### config.mk
export PLATFORM = sky130hd
export DESIGN_NAME = bf_sequencer
export DESIGN_NICKNAME = d
export VERILOG_FILES = /design/src/rtl/bf_sequencer.sv
export SDC_FILE = /design/constraint.sdc
export NUM_CORES = 1
export LEC_CHECK = 0
export ABC_AREA = 1
export BUFFER_PORTS_ARGS = -buffer_cell sky130_fd_sc_hd__buf_4
export CORE_MARGIN = 4
export CORE_UTILIZATION = 40
export CTS_CLUSTER_SIZE = 28
export DETAILED_ROUTE_END_ITERATION = 10
export GPL_TIMING_DRIVEN = 0
export PLACE_DENSITY = 0.65
export SYNTH_ARGS = -nofsm -noshare
export SYNTH_HDL_FRONTEND = slang
export SYNTH_SLANG_ARGS = --single-unit
### constraint.sdc
create_clock -name clk -period 2.1 [get_ports clk]
set_clock_uncertainty 0.15 [all_clocks]
set_input_delay 0.525 -clock clk [delete_from_list [all_inputs] [get_ports clk]]
set_output_delay 0.525 -clock clk [all_outputs]
set_load 0.005 [all_outputs]
### src/rtl/bf_sequencer.sv
// bf_sequencer: top-level controller for the 8x8 Bellman-Ford datapath.
// Runs one complete shortest-path run. It clears the datapath, loads N_NODES
// adjacency rows over a valid/ready handshake, and then runs relaxation
// iterations. A run ends on datapath finish, on the iteration limit, or on a
// watchdog timeout.
//
// Ports:
//   clk, rst_global      clock (rising edge), synchronous active-low reset
//   start                run request, honoured only in IDLE/DONE/ERROR
//   load_valid/ready     row handshake; the row data travels on the datapath a_* buses
//   dp_rst_global        datapath reset (active-high)
//   dp_write_enable      datapath write strobe, combinational with load_valid
//   dp_read_enable       high while relaxing (RUN and ITER_END)
//   dp_iteration_done    single-cycle pulse between iterations
//   dp_finish            datapath converged
//   dp_rollover          end of one iteration (single-cycle pulse)
//   dp_pre_rollover      informational only
//   busy/done/timeout_err  run status
//   row_idx              next row to load
//   iter_count           completed iterations of the current run
module bf_sequencer #(
  parameter int unsigned N_NODES      = 8,
  parameter int unsigned ITER_W       = 11,
  parameter int unsigned MAX_ITER     = 7,
  parameter int unsigned CLEAR_CYCLES = 2,
  parameter int unsigned WDOG_W       = 10
) (
  input  logic                       clk,
  input  logic                       rst_global,
  input  logic                       start,
  input  logic                       load_valid,
  output logic                       load_ready,
  output logic                       dp_rst_global,
  output logic                       dp_write_enable,
  output logic                       dp_read_enable,
  output logic                       dp_iteration_done,
  input  logic                       dp_finish,
  input  logic                       dp_rollover,
  input  logic                       dp_pre_rollover,
  output logic                       busy,
  output logic                       done,
  output logic                       timeout_err,
  output logic [$clog2(N_NODES)-1:0] row_idx,
  output logic [ITER_W-1:0]          iter_count
);

  localparam int unsigned ROW_W = $clog2(N_NODES);
  localparam int unsigned CLR_W = (CLEAR_CYCLES > 1) ? $clog2(CLEAR_CYCLES) : 1;

  typedef enum logic [2:0] {
    S_IDLE,
    S_CLEAR,
    S_LOAD,
    S_RUN,
    S_ITER_END,
    S_DONE,
    S_ERROR
  } state_t;

  state_t              state_q, state_d;
  logic [ROW_W-1:0]    row_q, row_d;
  logic [ITER_W-1:0]   iter_q, iter_d;
  logic [WDOG_W-1:0]   wdog_q, wdog_d;
  logic [CLR_W-1:0]    clr_q, clr_d;
  logic [ITER_W-1:0]   iter_inc;
  logic [WDOG_W-1:0]   wdog_inc;

  logic dp_rst_q, rd_en_q, iter_done_q, busy_q, done_q, terr_q;

  // Pre-rollover carries no control meaning here.
  logic pre_rollover_unused;
  assign pre_rollover_unused = dp_pre_rollover;

  assign iter_inc = iter_q + 1'b1;
  assign wdog_inc = wdog_q + 1'b1;

  // The handshake is decoded, not registered, so the write strobe stays in
  // the same cycle as the host data.
  assign load_ready      = (state_q == S_LOAD);
  assign dp_write_enable = load_valid & load_ready;

  always_comb begin
    state_d = state_q;
    row_d   = row_q;
    iter_d  = iter_q;
    wdog_d  = wdog_q;
    clr_d   = '0;
    unique case (state_q)
      S_IDLE: begin
        if (start) state_d = S_CLEAR;
      end
      S_CLEAR: begin
        row_d  = '0;
        iter_d = '0;
        wdog_d = '0;
        if (clr_q == CLR_W'(CLEAR_CYCLES - 1)) state_d = S_LOAD;
        else                                   clr_d   = clr_q + 1'b1;
      end
      S_LOAD: begin
        if (load_valid) begin
          if (row_q == ROW_W'(N_NODES - 1)) begin
            row_d   = '0;
            state_d = S_RUN;
          end else begin
            row_d = row_q + 1'b1;
          end
        end
      end
      S_RUN: begin
        // Rollover and finish both take priority over the watchdog. Finish
        // also wins over ITER_END when it arrives with a rollover.
        if (dp_rollover) begin
          iter_d = iter_inc;
          wdog_d = '0;
          if (dp_finish || (iter_inc == ITER_W'(MAX_ITER))) state_d = S_DONE;
          else                                              state_d = S_ITER_END;
        end else if (dp_finish) begin
          state_d = S_DONE;
        end else begin
          wdog_d = wdog_inc;
          if (&wdog_inc) state_d = S_ERROR;
        end
      end
      S_ITER_END: begin
        state_d = S_RUN;
      end
      S_DONE, S_ERROR: begin
        if (start) state_d = S_CLEAR;
      end
      default: state_d = S_IDLE;
    endcase
  end

  // Status outputs are registered from the next state, so each one matches
  // the state the FSM occupies in that cycle.
  always_ff @(posedge clk) begin
    if (!rst_global) begin
      state_q     <= S_IDLE;
      row_q       <= '0;
      iter_q      <= '0;
      wdog_q      <= '0;
      clr_q       <= '0;
      dp_rst_q    <= 1'b1;
      rd_en_q     <= 1'b0;
      iter_done_q <= 1'b0;
      busy_q      <= 1'b0;
      done_q      <= 1'b0;
      terr_q      <= 1'b0;
    end else begin
      state_q     <= state_d;
      row_q       <= row_d;
      iter_q      <= iter_d;
      wdog_q      <= wdog_d;
      clr_q       <= clr_d;
      dp_rst_q    <= (state_d == S_CLEAR);
      rd_en_q     <= (state_d == S_RUN) || (state_d == S_ITER_END);
      iter_done_q <= (state_d == S_ITER_END);
      busy_q      <= (state_d == S_CLEAR) || (state_d == S_LOAD) ||
                     (state_d == S_RUN)   || (state_d == S_ITER_END);
      done_q      <= (state_d == S_DONE);
      terr_q      <= (state_d == S_ERROR);
    end
  end

  assign dp_rst_global     = dp_rst_q;
  assign dp_read_enable    = rd_en_q;
  assign dp_iteration_done = iter_done_q;
  assign busy              = busy_q;
  assign done              = done_q;
  assign timeout_err       = terr_q;
  assign row_idx           = row_q;
  assign iter_count        = iter_q;

endmodule

; Yosys cells after proc, flatten, opt, wreduce, memory -nomap -nowiden
; Index checks and enable logic that the tools add are counted.
[totals]
reg_bits = 34
input_bits = 7
out_inout_bits = 22
word_cells = 66
[classes]
mux = 17
reduce_logical = 14
n_addsub = 4
n_bitwise = 3
n_eq_ne = 17
[ops]
columns = operator, n
row1 = $mux 3, 9
row2 = $pmux 11 s2, 1
row3 = $eq 3x3->1 const B, 7
row4 = $mux 10, 2
row5 = $pmux 10 s2, 1
row6 = $pmux 3 s5, 1
row7 = $eq 3x2->1 const B, 4
row8 = $add 11x1->11 const B, 1
row9 = $eq 11x3->1 const B, 1
row10 = $mux 11, 1
row11 = $add 10x1->10 const B, 1
row12 = $reduce_and 10->1, 1
row13 = $eq 3x1->1 const B, 2
row14 = $pmux 3 s2, 1
row15 = $reduce_and 2->1, 3
row16 = $reduce_or 3->1, 2
row17 = $logic_or 1x1->1, 5
row18 = $ne 2x2->1 const B, 2
row19 = $reduce_bool 2->1, 2
row20 = $add 3x1->3 const B, 1
row21 = $logic_not 3->1, 1
row22 = $ne 3x3->1 const B, 1
row23 = $not 1->1, 2
row24 = $add 1x1->1 const B, 1
row25 = other kinds (2), 2

; Depth between registers and ports, before layout
; Gate-level depths: netlist of run 1.
[logic_depth]
ltp_word = 10
mapped_depth = 17
mapped_depth_nobuf = 17

; Least setup slack after synthesis of run 1
; Ideal clock, no wire load.
[synth_path]
path_kind = flip-flop to flip-flop
start = register iter_q[1], in the netlist iter_count[1]
end = register busy_q, in the netlist busy
synth_period_minus_slack_ns = 1.902
setup_time_ns = 0.113
path_slack_ns = 0.198
arrival_time_ns = 1.639
t_required_ns = 1.837
stages_incl_launch_ff = 16
n_path_buf = 0
path_cell_list = dfxtp_1 ha_1 nand2_1 nor2_1 xor2_1 nor2_1 nand2_1 nor2_1 nand2_1 nand2_1 nand2_1 nand2_1 nand2_2 nand2_1 nand2_1 nand2_1
[synth_between]
elab_chain_cells = 10
elab_cells_between_ends = 13
cone_classes = 1 x add/sub / 5 x eq/ne / 3 x mux / 4 x reduce/logical
[synth_lines]
columns = element, line
row1 = "start, declared", 62  ; logic [ITER_W-1:0] iter_q, iter_d;
row2 = "start signal, assigned", 152  ; iter_q <= iter_d;
row3 = $add 11x1->11 *, 74  ; assign iter_inc = iter_q + 1'b1;
row4 = $eq 11x3->1 *, 115  ; if (dp_finish || (iter_inc == ITER_W'(MAX_ITER))) state_d = S_DONE;
row5 = $logic_or 1x1->1 *, 115
row6 = $mux 1 *, 115
row7 = $mux 3 *, 112  ; if (dp_rollover) begin
row8 = $pmux 3 s5 *, 88  ; unique case (state_q)
row9 = $eq 3x1->1 / $eq 3x2->1 (equally long branches), 158  ; busy_q <= (state_d == S_CLEAR) || (state_d == S_LOAD) ||
row10 = $logic_or 1x1->1 (2 in a row), 158
row11 = $logic_or 1x1->1 *, 159  ; (state_d == S_RUN) || (state_d == S_ITER_END);
row12 = "end signal, assigned", 158
row13 = "end, declared", 68  ; logic dp_rst_q, rd_en_q, iter_done_q, busy_q, done_q, terr_q;
; Mark *: on every way between the ends. The rest lies on a longest branch, timed or not.
; A chain may end at the register's enable or synchronous reset.

; Worst setup path in the final report of run 1
[layout_path]
start = register state_q[0]
end = output port dp_write_enable
[layout_between]
elab_chain_cells = 2
[layout_lines]
columns = element, line
row1 = "start, declared", 60  ; state_t state_q, state_d;
row2 = "start signal, assigned", 150  ; state_q <= state_d;
row3 = $eq 3x2->1, 79  ; assign load_ready = (state_q == S_LOAD);
row4 = $and 1x1->1, 80  ; assign dp_write_enable = load_valid & load_ready;
row5 = "end, declared", 34  ; output logic dp_write_enable,
; No other way between the ends.

==> metrics.md, run 1 <==
| Metric | Value |
|---|---|
| Post-placement cell count | `385` |
| Worst Path Max Fanout | `5` |
| Max Freq | `just over 500 MHz` |
| Initial DRC Count | `81` |
| Skew-Pair Late Insertion Delay | `290 ps` |
| Yosys top cell area share | `about a third` |
| Chip Height | `about 78 µm` |
| Vias in the first global route | `approximately 1800` |
| P per Cell Area | `695.3 mW/mm²` |
| Post-Syn Instances | `between 200 and 300` |
| H-Tree Depth | `2` |
| Clk root buf | `clkbuf_8` |
| Status | `finished clean` |
| Synth Area in XOR/XNOR | `between 2 and 2.5%` |
| Most frequent cells after synthesis | `nand2_1 (93), inv_1 (38), dfxtp_1 (34)` |
| Post-synthesis mux area share | `0%` |
| Critical Path Source Type | `register` |
| Area growth from synthesis to layout | `26.47%` |
| Ant. Diodes | `0` |
| Worst setup startpoint | `state_q[0]$_SDFF_PN0_` |
| Post-synth EDFFs | `0` |
| Ys async rst share | `0%` |
| Final Critical Period | `~2000 ps` |
| Final nets | `around 340` |
| Cell count of the worst reg-to-reg path | `15` |
| Compound-gate portion of the synthesized area | `between 10% and 20%` |
| Final WS setup | `125.9 ps` |
| Synth area leader | `dfxtp_1` |
| # rows | `25` |
| Gr ovfl total | `0` |
| Simple-gate area share of the yosys netlist | `slightly below 40%` |
| Yosys reg bits | `34` |
| DR WL/cell | `11.39 µm` |
| Synth cell types | `32` |
| Die Footprint | `about 0.0061 mm²` |
| Worst EP required | `1420 ps` |
| Maximum VDD drop | `0.3819 mV` |
| Antenna viol nets, final | `0` |
| Pin count of the biggest net entering global routing | `13` |
| Vias per std cell | `between 4 and 5` |
| Worst slew pin tran | `about 520 ps` |
| Die width | `77.95 µm` |
| CTS tree | `built` |
| HP Class | `register to register` |
| Global-route wire length before repair | `7762 µm` |
| Clock-pin slew on the worst setup and hold paths | `80 ps` |
| GRT Util Overall | `between 10% and 20%` |
| CTS sink cnt | `34` |
| Area contributors post-synth | `dfxtp_1 (35%), nand2_1 (18%), inv_1 (7.3%)` |
| Initial DRT Pass Iterations | `4` |
| Mapped cell area | `0.001957 mm²` |
| Main synth FF type | `dfxtp_1` |
| DR DRC count | `0` |
| Cts bufs inserted | `5` |
| Place WS | `-106.5 ps` |
| Initial antenna violation count | `0` |
| Buffers on Ports | `26` |
| Tcrit/Tclk final | `between 90 and 100%` |
| Type of the worst setup path | `register to primary output` |
| Largest family of logic cells by synthesized area | `simple AND/OR/NAND/NOR gates` |
| Final hold violation count | `0` |
| R2R Path Start | `iter_count[1]$_SDFFE_PN0P_` |
| HP Start | `wdog_q[9]$_SDFFE_PN0P_` |
| Mean Syn Cell Area | `roughly 6.7 µm²` |
| Final wirelength | `4488 µm` |
| Area share of fa/ha/maj cells after synthesis | `~3.8%` |
| Seq/Total Area, Yosys | `around a third` |
| Fin cells | `slightly below 400` |
| Count leader, synth | `nand2_1` |
| Slew HR | `between 60% and 70%` |
| P_leak | `approximately 1.1 nW` |
| Final core utilization | `roughly 52%` |
| Fraction of layout cells with a size suffix above 1 | `approximately a quarter` |
| Worst Setup End Kind | `primary output` |
| Placer Congestion | `around 0.83` |
| Initial Util | `between 40% and 50%` |
| WP data arrival | `1300 ps` |
| Via Count | `around 1900` |
| Worst hold stages | `2` |
| Ys Warns | `0` |
| Core area | `approximately 0.0047 mm²` |
| Setup violators final | `0` |
| Slew Limit Fails | `0` |
| Hold_buf cts | `0` |
| Max Root-Sink Buffers | `2` |
| Max cap viols | `0` |
| RSZ-0062 raised after global routing | `true` |
| HPWL Detailed | `~3300 µm` |
| I/O pins | `29` |
| Syn nets | `305` |
-- cell type report --
cell class	instances	area (µm²)
tap	67	83.83
clock buffer	5	68.82
clock inverter	3	68.82
buffer	5	25.02
fill	474	2248
sequential	34	700.7
timing repair buffer	27	202.7
inverter	39	146.4
multi-input combinational	214	1179
-- state kept, by name, summed over array words and instances (netlist names) --
signal / cells
iter_count: 11
wdog_q: 10
row_idx: 3
state_q: 3
busy: 1
clr_q: 1
done: 1
dp_iteration_done: 1
dp_read_enable: 1
dp_rst_global: 1
timeout_err: 1
-- cells in the final DEF, fill, tap and decap left out, types with 2 or more instances in the layout --
cell	count
nand2_1	90
nand4_1	11
a21oi_2	2
buf_2	2
clkbuf_8	5
dfxtp_4	4
nor2_4	5
dfxtp_1	26
inv_2	3
nand3_1	13
or2_2	2
bufinv_16	2
clkbuf_1	2
nand2_4	2
a21oi_1	24
nor2_1	20
nor3_1	5
o21ai_0	6
buf_4	28
xor2_1	3
ha_1	4
ha_4	2
nand3b_1	2
dfxtp_2	4
nand2_2	6
inv_1	36
nor2_2	4
-- metrics by stage --
| step | power (W) | hold slack [ps] | TNS (ps) | cell area, µm² |
|---|---|---|---|---|
| 6_report | 0.001721 | 327.7 | 0 | 2475 |
| 4_1_cts | 0.001709 | 328.0 | 0 | 2381 |
| 3_3_place_gp | 0.0009718 | 308.3 | -193.0 | 2236 |
| 3_5_place_dp | 0.0009749 | 315.7 | -386.1 | 2236 |
| 5_1_grt | 0.001810 | 369.5 | -89.00 | 2475 |
| 2_1_floorplan | 0.0008767 | 298.0 | 0 | 1957 |
-- worst paths after layout --
path	endpoint	slack [ps]
worst max-delay path	dp_write_enable	130
worst min-delay path	wdog_q[9]$_SDFFE_PN0P_	330
worst max register to register	busy$_SDFF_PN0_	130
worst min register to register	wdog_q[9]$_SDFFE_PN0P_	330
-- cells by family (layout without fill, tap and decap cells) --
| family | count (synthesis) | after routing |
|---|---|---|
| and+or+nand+nor | 165 | 165 |
| adders and majority gates | 6 | 6 |
| DFF | 34 | 34 |
| AOI/OAI and AO/OA | 39 | 39 |
| xor gates and xnor gates | 4 | 4 |
| buffers and inverters | 44 | 79 |
-- worst max-delay path, stage by stage, from the launching register on --
cell	delay (ps)
dfxtp_1	330
inv_1	100
nand2_1	100
nor2_2	200
nand2_1	70
inv_1	90
buf_4	110
-- layer usage --
| metal | global-route usage, % | part of all wire [%] |
|---|---|---|
| met5 | 0 | 0 |
| met4 | 4.196 | 0.80 |
| met3 | 3.480 | 3.3 |
| met2 | 26.28 | 49 |
| met1 | 19.44 | 47 |
-- power by group --
group / switching, W / leakage (nW) / internal (W)
Sequential: 0.0000328 / 0.281 / 0.000680
Clock: 0.000255 / 0.0683 / 0.000476
Combinational: 0.000166 / 0.735 / 0.000111
-- what timing repair did --
item	4_1_cts	5_1_grt
setup endpoints to repair	6	8
setup buffers	0	1
pin swaps	0	5
gates resized for setup	4	27
Note: power is estimated with default switching activity, not from simulation.
==> run 2, diff against run 1 <==
--- a/config.mk
+++ b/config.mk
@@ -9,9 +9,8 @@
 export BUFFER_PORTS_ARGS = -buffer_cell sky130_fd_sc_hd__buf_4
 export CORE_MARGIN = 4
-export CORE_UTILIZATION = 40
+export CORE_UTILIZATION = 56
 export CTS_CLUSTER_SIZE = 28
 export DETAILED_ROUTE_END_ITERATION = 10
-export GPL_TIMING_DRIVEN = 0
-export PLACE_DENSITY = 0.65
+export PLACE_DENSITY = 0.85
 export SYNTH_ARGS = -nofsm -noshare
 export SYNTH_HDL_FRONTEND = slang
==> constraint.sdc (replaced) <==
create_clock -name clk -period 2.1 [get_ports clk]
set_clock_uncertainty 0.15 [all_clocks]
set_input_delay 0.21 -clock clk [delete_from_list [all_inputs] [get_ports clk]]
set_output_delay 0.21 -clock clk [all_outputs]
set_load 0.005 [all_outputs]
==> metrics.md, run 2 (same netlist as run 1, synthesis figures left out) <==
| Metric | Value |
|---|---|
| Via Count | `1879 (-1.7%)` |
| Ant. Diodes | `0 (unchanged)` |
| HP Class | `primary input to register` |
| Initial DRC Count | `122 (+51%)` |
| P per Cell Area | `583.9 mW/mm² (-16%)` |
| Cell mode on critical path | `nand2_1` |
| Met2 Usage GRT | `35.58% (+9.3 points)` |
| Final nets | `341 (+0.59%)` |
| Met1 global-route usage | `24.39% (+4.9 points)` |
| Initial DRT Pass Iterations | `5 (+1)` |
| Met3 Use GR | `4.047% (+0.57 points)` |
| Gr ovfl total | `0 (unchanged)` |
| Post-placement cell count | `366 (-4.9%)` |
| Chip Height | `67.12 µm (-14%)` |
| Die width | `67.12 µm (-14%)` |
| Post-Route Setup TNS | `0 ps (unchanged)` |
| Antenna viol nets, final | `0 (unchanged)` |
| Final wirelength | `4216 µm (-6.1%)` |
| I/O pins | `29 (unchanged)` |
| Worst Path Max Fanout | `10 (+5)` |
| Slew Limit Fails | `0 (unchanged)` |
| Initial antenna violation count | `0 (unchanged)` |
| Final Critical Period | `1960 ps (-13.94 ps)` |
| Status | `finished clean` |
| Initial Util | `58.18% (+17 points)` |
| Tot Pwr | `0.001390 W (-19%)` |
| DR DRC count | `0 (unchanged)` |
| Global-route wire length before repair | `7038 µm (-9.3%)` |
| Setup violators final | `0 (unchanged)` |
| CTS sink cnt | `34 (unchanged)` |
| Type of the worst setup path | `register to register` |
| RSZ-0062 raised after global routing | `true` |
| Maximum VDD drop | `0.4407 mV (+15%)` |
| Skew-Pair Late Insertion Delay | `340 ps (+50 ps)` |
| Clock-pin slew on the worst setup and hold paths | `110 ps (+30 ps)` |
| Top delay family on crit path | `simple AND/OR/NAND/NOR gates` |
| HPWL Detailed | `3105 µm (-4.7%)` |
| Max reg flops | `11 (unchanged)` |
| Buffers on Ports | `27 (+3.8%)` |
| WP data arrival | `2060 ps (+760 ps)` |
| Max Freq | `510.2 MHz (+0.71%)` |
| Vias in the first global route | `1669 (-6.3%)` |
| DR WL/cell | `11.24 µm (-1.3%)` |
| Fraction of layout cells with a size suffix above 1 | `23.10% (-0.75 points)` |
| Final hold violation count | `0 (unchanged)` |
| Slew HR | `66.47% (+1.3 points)` |
| GRT Util Overall | `20.36% (+5.0 points)` |
| Area growth from synthesis to layout | `21.67%` |
| Commonest cells after routing, fill and taps aside | `nand2_1 (91), inv_1 (38), buf_4 (33), dfxtp_1 (26), a21oi_1 (24)` |
| P_leak | `1.063 nW (-1.9%)` |
| Worst EP required | `2200 ps (+780 ps)` |
| Buf+Inv Stages, Crit Path | `2 (-1)` |
| Busiest grt layer | `met2` |
| # rows | `21 (-16%)` |
| CTS tree | `built` |
| Placer Congestion | `0.8432 (+1.2%)` |
| Worst Setup End Kind | `register` |
| Crit-path slowest cell | `dfxtp_1` |
| Largest stage delay on the critical path | `580 ps (+250 ps)` |
| Cts bufs inserted | `5 (unchanged)` |
| Post-Layout Inst Area | `0.002381 mm² (-3.8%)` |
| CP cell instances | `inv_1, nor2_4, inv_1, o2111ai_1, nand4_1, a21oi_2, nand2_2, nand2_4, nand2_1, nand2_1, nand2_1` |
| Max cap viols | `0 (unchanged)` |
| Pin count of the biggest net entering global routing | `14 (+1)` |
| Post-CTS setup buffers | `0 (unchanged)` |
| Area after DPL | `0.002237 mm² (about the same)` |
| Max Root-Sink Buffers | `2 (unchanged)` |
| Fin cells | `375 (-4.8%)` |
| Core area | `0.003363 mm² (-29%)` |
| Clk root buf | `clkbuf_4` |
| Commonest non-fill, non-tap cell in the layout | `nand2_1` |
| Vias per std cell | `5.011 (+3.3%)` |
| Tcrit/Tclk final | `93.34% (-0.66 points)` |
| Die Footprint | `0.004504 mm² (-26%)` |
| Fill cells | `288 (-39%)` |
| Worst slew pin tran | `502.5 ps (-19.32 ps)` |
| H-Tree Depth | `2 (unchanged)` |
| Critical Path Source Type | `register` |
-- run 2: cell types whose count changed in the layout (fill, tap and decap cells not counted), sizes merged --
cell and change:
buf +3, bufinv -2, clkbuf -1, clkinvlp +1, dlygate4sd3 +1
-- run 2: per-layer routing --
metal / vias to the layer above / wire (µm)
met3: 5 / 127
met5: - / 0
met2: 21 / 2035
met4: 0 / 63
met1: 841 / 1990
li1: 1012 / -
-- run 2: final cells by class --
cell class,instances,area [µm²],share of cell area [%]
sequential,34,693.2,29.11
clock inverter,2,12.51,0.5255
inverter,39,146.4,6.148
tap,46,57.56,2.417
timing repair buffer,34,257.7,10.83
clock buffer,6,51.30,2.154
multi-input combinational,214,1162,48.82
-- run 2: through the flow --
stage                     worst slack [ps]  util (%)  hold WS [ps]
after floorplan                      197.7         -         289.3
after global placement               135.5     66.52         306.8
after detailed placement             76.73     66.52         325.7
after CTS                            55.88     68.71         67.77
after global routing                -55.79     70.80         94.99
final                                139.8     70.80         63.18
-- run 2: worst min-delay path: cells and delay by family --
| family | cells | cell delay [ps] |
|---|---|---|
| buffers and inverters | 1 | 90 |
| AO/OA/AOI/OAI | 1 | 80 |
| AND/OR/NAND/NOR | 2 | 150 |
-- run 2: repair_timing --
item                                    in CTS  in global routing
resized for setup                            0                 22
hold buffers                                 1                  0
hold endpoints to repair                     1                  0
endpoints found under the setup margin       0                 13
-- run 2: path summary, 6_finish.rpt --
| path | from | end | slack (ps) | depth (start not counted) |
|---|---|---|---|---|
| setup / recovery | state_q[2]$_SDFF_PN0_ | busy$_SDFF_PN0_ | 140 | 11 |
| hold / removal | dp_finish | wdog_q[0]$_SDFFE_PN0P_ | 60 | 4 |
| setup reg to reg | state_q[2]$_SDFF_PN0_ | busy$_SDFF_PN0_ | 140 | 11 |
| hold reg to reg | wdog_q[9]$_SDFFE_PN0P_ | wdog_q[9]$_SDFFE_PN0P_ | 340 | 2 |
-- run 2: where the power goes --
group	switching, W	leakage, nW	internal, W
Clock	0.000240	0.0343	0.000161
Combinational	0.000164	0.749	0.000120
Sequential	0.0000251	0.280	0.000680
Total	0.000430	1.06	0.000960
==> run 3, diff against run 2 <==
SETUP_SLACK_MARGIN = 0.5   (was default)
==> metrics.md, run 3 (same netlist as run 1, synthesis figures left out) <==
| Metric | Value |
|---|---|
| Status | `finished, violations left` |
| Failing checks | `negative setup slack` |
| Setup violators final | `6 (+6)` |
| Buffers on Ports | `27 (unchanged)` |
| DR DRC count | `0 (unchanged)` |
| Cts bufs inserted | `5 (unchanged)` |
| Via Count | `2532 (+35%)` |
| Global-route wire length before repair | `7935 µm (+13%)` |
| Fin cells | `400 (+6.7%)` |
| WP data arrival | `2560 ps (+500 ps)` |
| Initial DRT Pass Iterations | `7 (+2)` |
| HP Start | `dp_finish` |
| Critical Path Source Type | `register` |
| I/O pins | `29 (unchanged)` |
| P per Cell Area | `598.0 mW/mm² (+2.4%)` |
| Commonest cells after routing, fill and taps aside | `nand2_1 (70), buf_4 (44), inv_1 (30), nand2_2 (22), dfxtp_1 (21)` |
| Worst hold stages | `4 (unchanged)` |
| Cell mode on critical path | `nand2_1` |
| H-Tree Depth | `2 (unchanged)` |
| Clk root buf | `clkbuf_4` |
| HPWL Detailed | `3153 µm (+1.5%)` |
| Area after DPL | `0.002263 mm² (+1.2%)` |
| Core area | `0.003363 mm² (unchanged)` |
| Commonest non-fill, non-tap cell in the layout | `nand2_1` |
| Reg-to-reg critical path endpoint | `dp_rst_global$_SDFF_PN1_` |
| Final WS setup | `-294.9 ps (-434.7 ps)` |
| Final core utilization | `85.68% (+15 points)` |
| Max cap viols | `0 (unchanged)` |
| Max reg flops | `11 (unchanged)` |
| Worst slew pin tran | `756.4 ps (+253.9 ps)` |
| Slew HR | `49.19% (-17 points)` |
| Worst Setup End Kind | `register` |
| Clock-pin slew on the worst setup and hold paths | `140 ps (+30 ps)` |
| Chip Height | `67.12 µm (unchanged)` |
| Largest stage delay on the critical path | `410 ps (-170 ps)` |
| Tcrit/Tclk final | `114.0% (+21 points)` |
| Area growth from synthesis to layout | `47.25%` |
| Tot Pwr | `0.001723 W (+24%)` |
| RSZ-0062 raised after global routing | `true` |
| CTS tree | `built` |
| Initial DRC Count | `379 (+210%)` |
| Post-placement cell count | `362 (-1.1%)` |
| Vias in the first global route | `1869 (+12%)` |
| CP cell instances | `ha_4, nand2_4, nor2_4, nand3_2, nand2_1, nand2_1, inv_1, nand2_1, nor2_1, nand2_1, nand2_1, nand2_1, nand2_2, buf_6, nand4_1, nand2_1` |
| Max Freq | `417.6 MHz (-18%)` |
| Final Critical Period | `2395 ps (+434.7 ps)` |
| Ant. Diodes | `0 (unchanged)` |
| Post-Layout Inst Area | `0.002882 mm² (+21%)` |
| HP Class | `primary input to register` |
| Worst EP required | `2270 ps (+70 ps)` |
| Pin count of the biggest net entering global routing | `14 (unchanged)` |
| Slew Limit Fails | `0 (unchanged)` |
| Final wirelength | `8082 µm (+92%)` |
| Type of the worst setup path | `register to register` |
| Final nets | `366 (+7.3%)` |
| Skew-Pair Late Insertion Delay | `390 ps (+50 ps)` |
| Maximum VDD drop | `0.5981 mV (+36%)` |
| # rows | `21 (unchanged)` |
| Gr ovfl total | `0 (unchanged)` |
| Placer Congestion | `0.8231 (-2.4%)` |
| Crit-path slowest cell | `dfxtp_4` |
| Final hold violation count | `0 (unchanged)` |
| DR WL/cell | `20.21 µm (+80%)` |
| Worst reg-to-reg setup slack | `-290 ps (-430 ps)` |
| Die width | `67.12 µm (unchanged)` |
| Worst Path Max Fanout | `5 (-5)` |
| Place WS | `180.4 ps (+103.7 ps)` |
| Fraction of layout cells with a size suffix above 1 | `44.63% (+22 points)` |
| GRT Util Overall | `23.18% (+2.8 points)` |
| Initial antenna violation count | `0 (unchanged)` |
| P_leak | `1.285 nW (+21%)` |
| Antenna viol nets, final | `0 (unchanged)` |
| Hold Path End | `wdog_q[0]$_SDFFE_PN0P_` |
| Vias per std cell | `6.330 (+26%)` |
| Die Footprint | `0.004504 mm² (unchanged)` |
| Max Root-Sink Buffers | `2 (unchanged)` |
| Cell count of the worst reg-to-reg path | `16 (+5)` |
| CTS sink cnt | `34 (unchanged)` |
| R2R Path Start | `iter_count[1]$_SDFFE_PN0P_` |
| Initial Util | `58.18% (unchanged)` |
## run 3: timing repair
item / 4_1_cts / 5_1_grt
buffers inserted: 15 / 12
pin swaps: 21 / 35
hold buffers: 1 / 0
gates cloned: 1 / 1
resized for setup: 23 / 75
endpoints found under the setup margin: 35 / 35
hold endpoints to repair: 1 / 0
## run 3: metal layers
layer	vias up	GRT usage (%)	routed length, µm
li1	1067	-	-
met1	1134	25.49	2719
met2	243	40.61	3895
met3	88	7.251	864
met4	0	10.13	603
met5	-	0	0
## run 3: how the worst max path moves through the flow
| stage | startpoint | end | slack, ps | cells past startpoint |
|---|---|---|---|---|
| 2_1_floorplan | iter_count[1]$_SDFFE_PN0P_ | busy$_SDFF_PN0_ | 390 | 15 |
| 3_3_place_gp | iter_count[2]$_SDFFE_PN0P_ | busy$_SDFF_PN0_ | 210 | 13 |
| 3_5_place_dp | iter_count[2]$_SDFFE_PN0P_ | dp_read_enable$_SDFF_PN0_ | 180 | 13 |
| 4_1_cts | wdog_q[0]$_SDFFE_PN0P_ | busy$_SDFF_PN0_ | 200 | 14 |
| 5_1_grt | iter_count[0]$_SDFFE_PN0P_ | dp_rst_global$_SDFF_PN1_ | -370 | 16 |
| 6_report | iter_count[1]$_SDFFE_PN0P_ | dp_rst_global$_SDFF_PN1_ | -290 | 16 |
## run 3: worst max-delay path: cells and delay by family (launching register included)
family,cells,cell delay (ps)
flip-flops,1,410
adder cells (fa/ha/maj),1,170
AND/OR/NAND/NOR,13,1360
buffers and inverters,2,220
## run 3: area by class of cell
cell class              count  area (µm²)
fillers                   181       481.7
multi-input cells         215        1371
well taps                  46       57.56
clock buffers               7       87.58
inverters                  39       151.4
flip-flops and latches     34       714.4
repair buffers             58       490.5
clock inverters             1       8.758
## run 3: where the power goes
part / switching (W) / leakage [nW] / total [W] / internal (W)
combinational: 0.000267 / 0.949 / 0.000455 / 0.000188
sequential: 0.0000385 / 0.284 / 0.000719 / 0.000680
clock: 0.000273 / 0.0518 / 0.000549 / 0.000277
## run 3: metrics by stage
stage / setup TNS [ps] / hold WS [ps]
floorplan: 0 / 285.8
global placement: 0 / 307.4
detailed placement: 0 / 312.8
CTS: 0 / 42.31
global route: -1596 / 131.5
finish: -1319 / 145.3
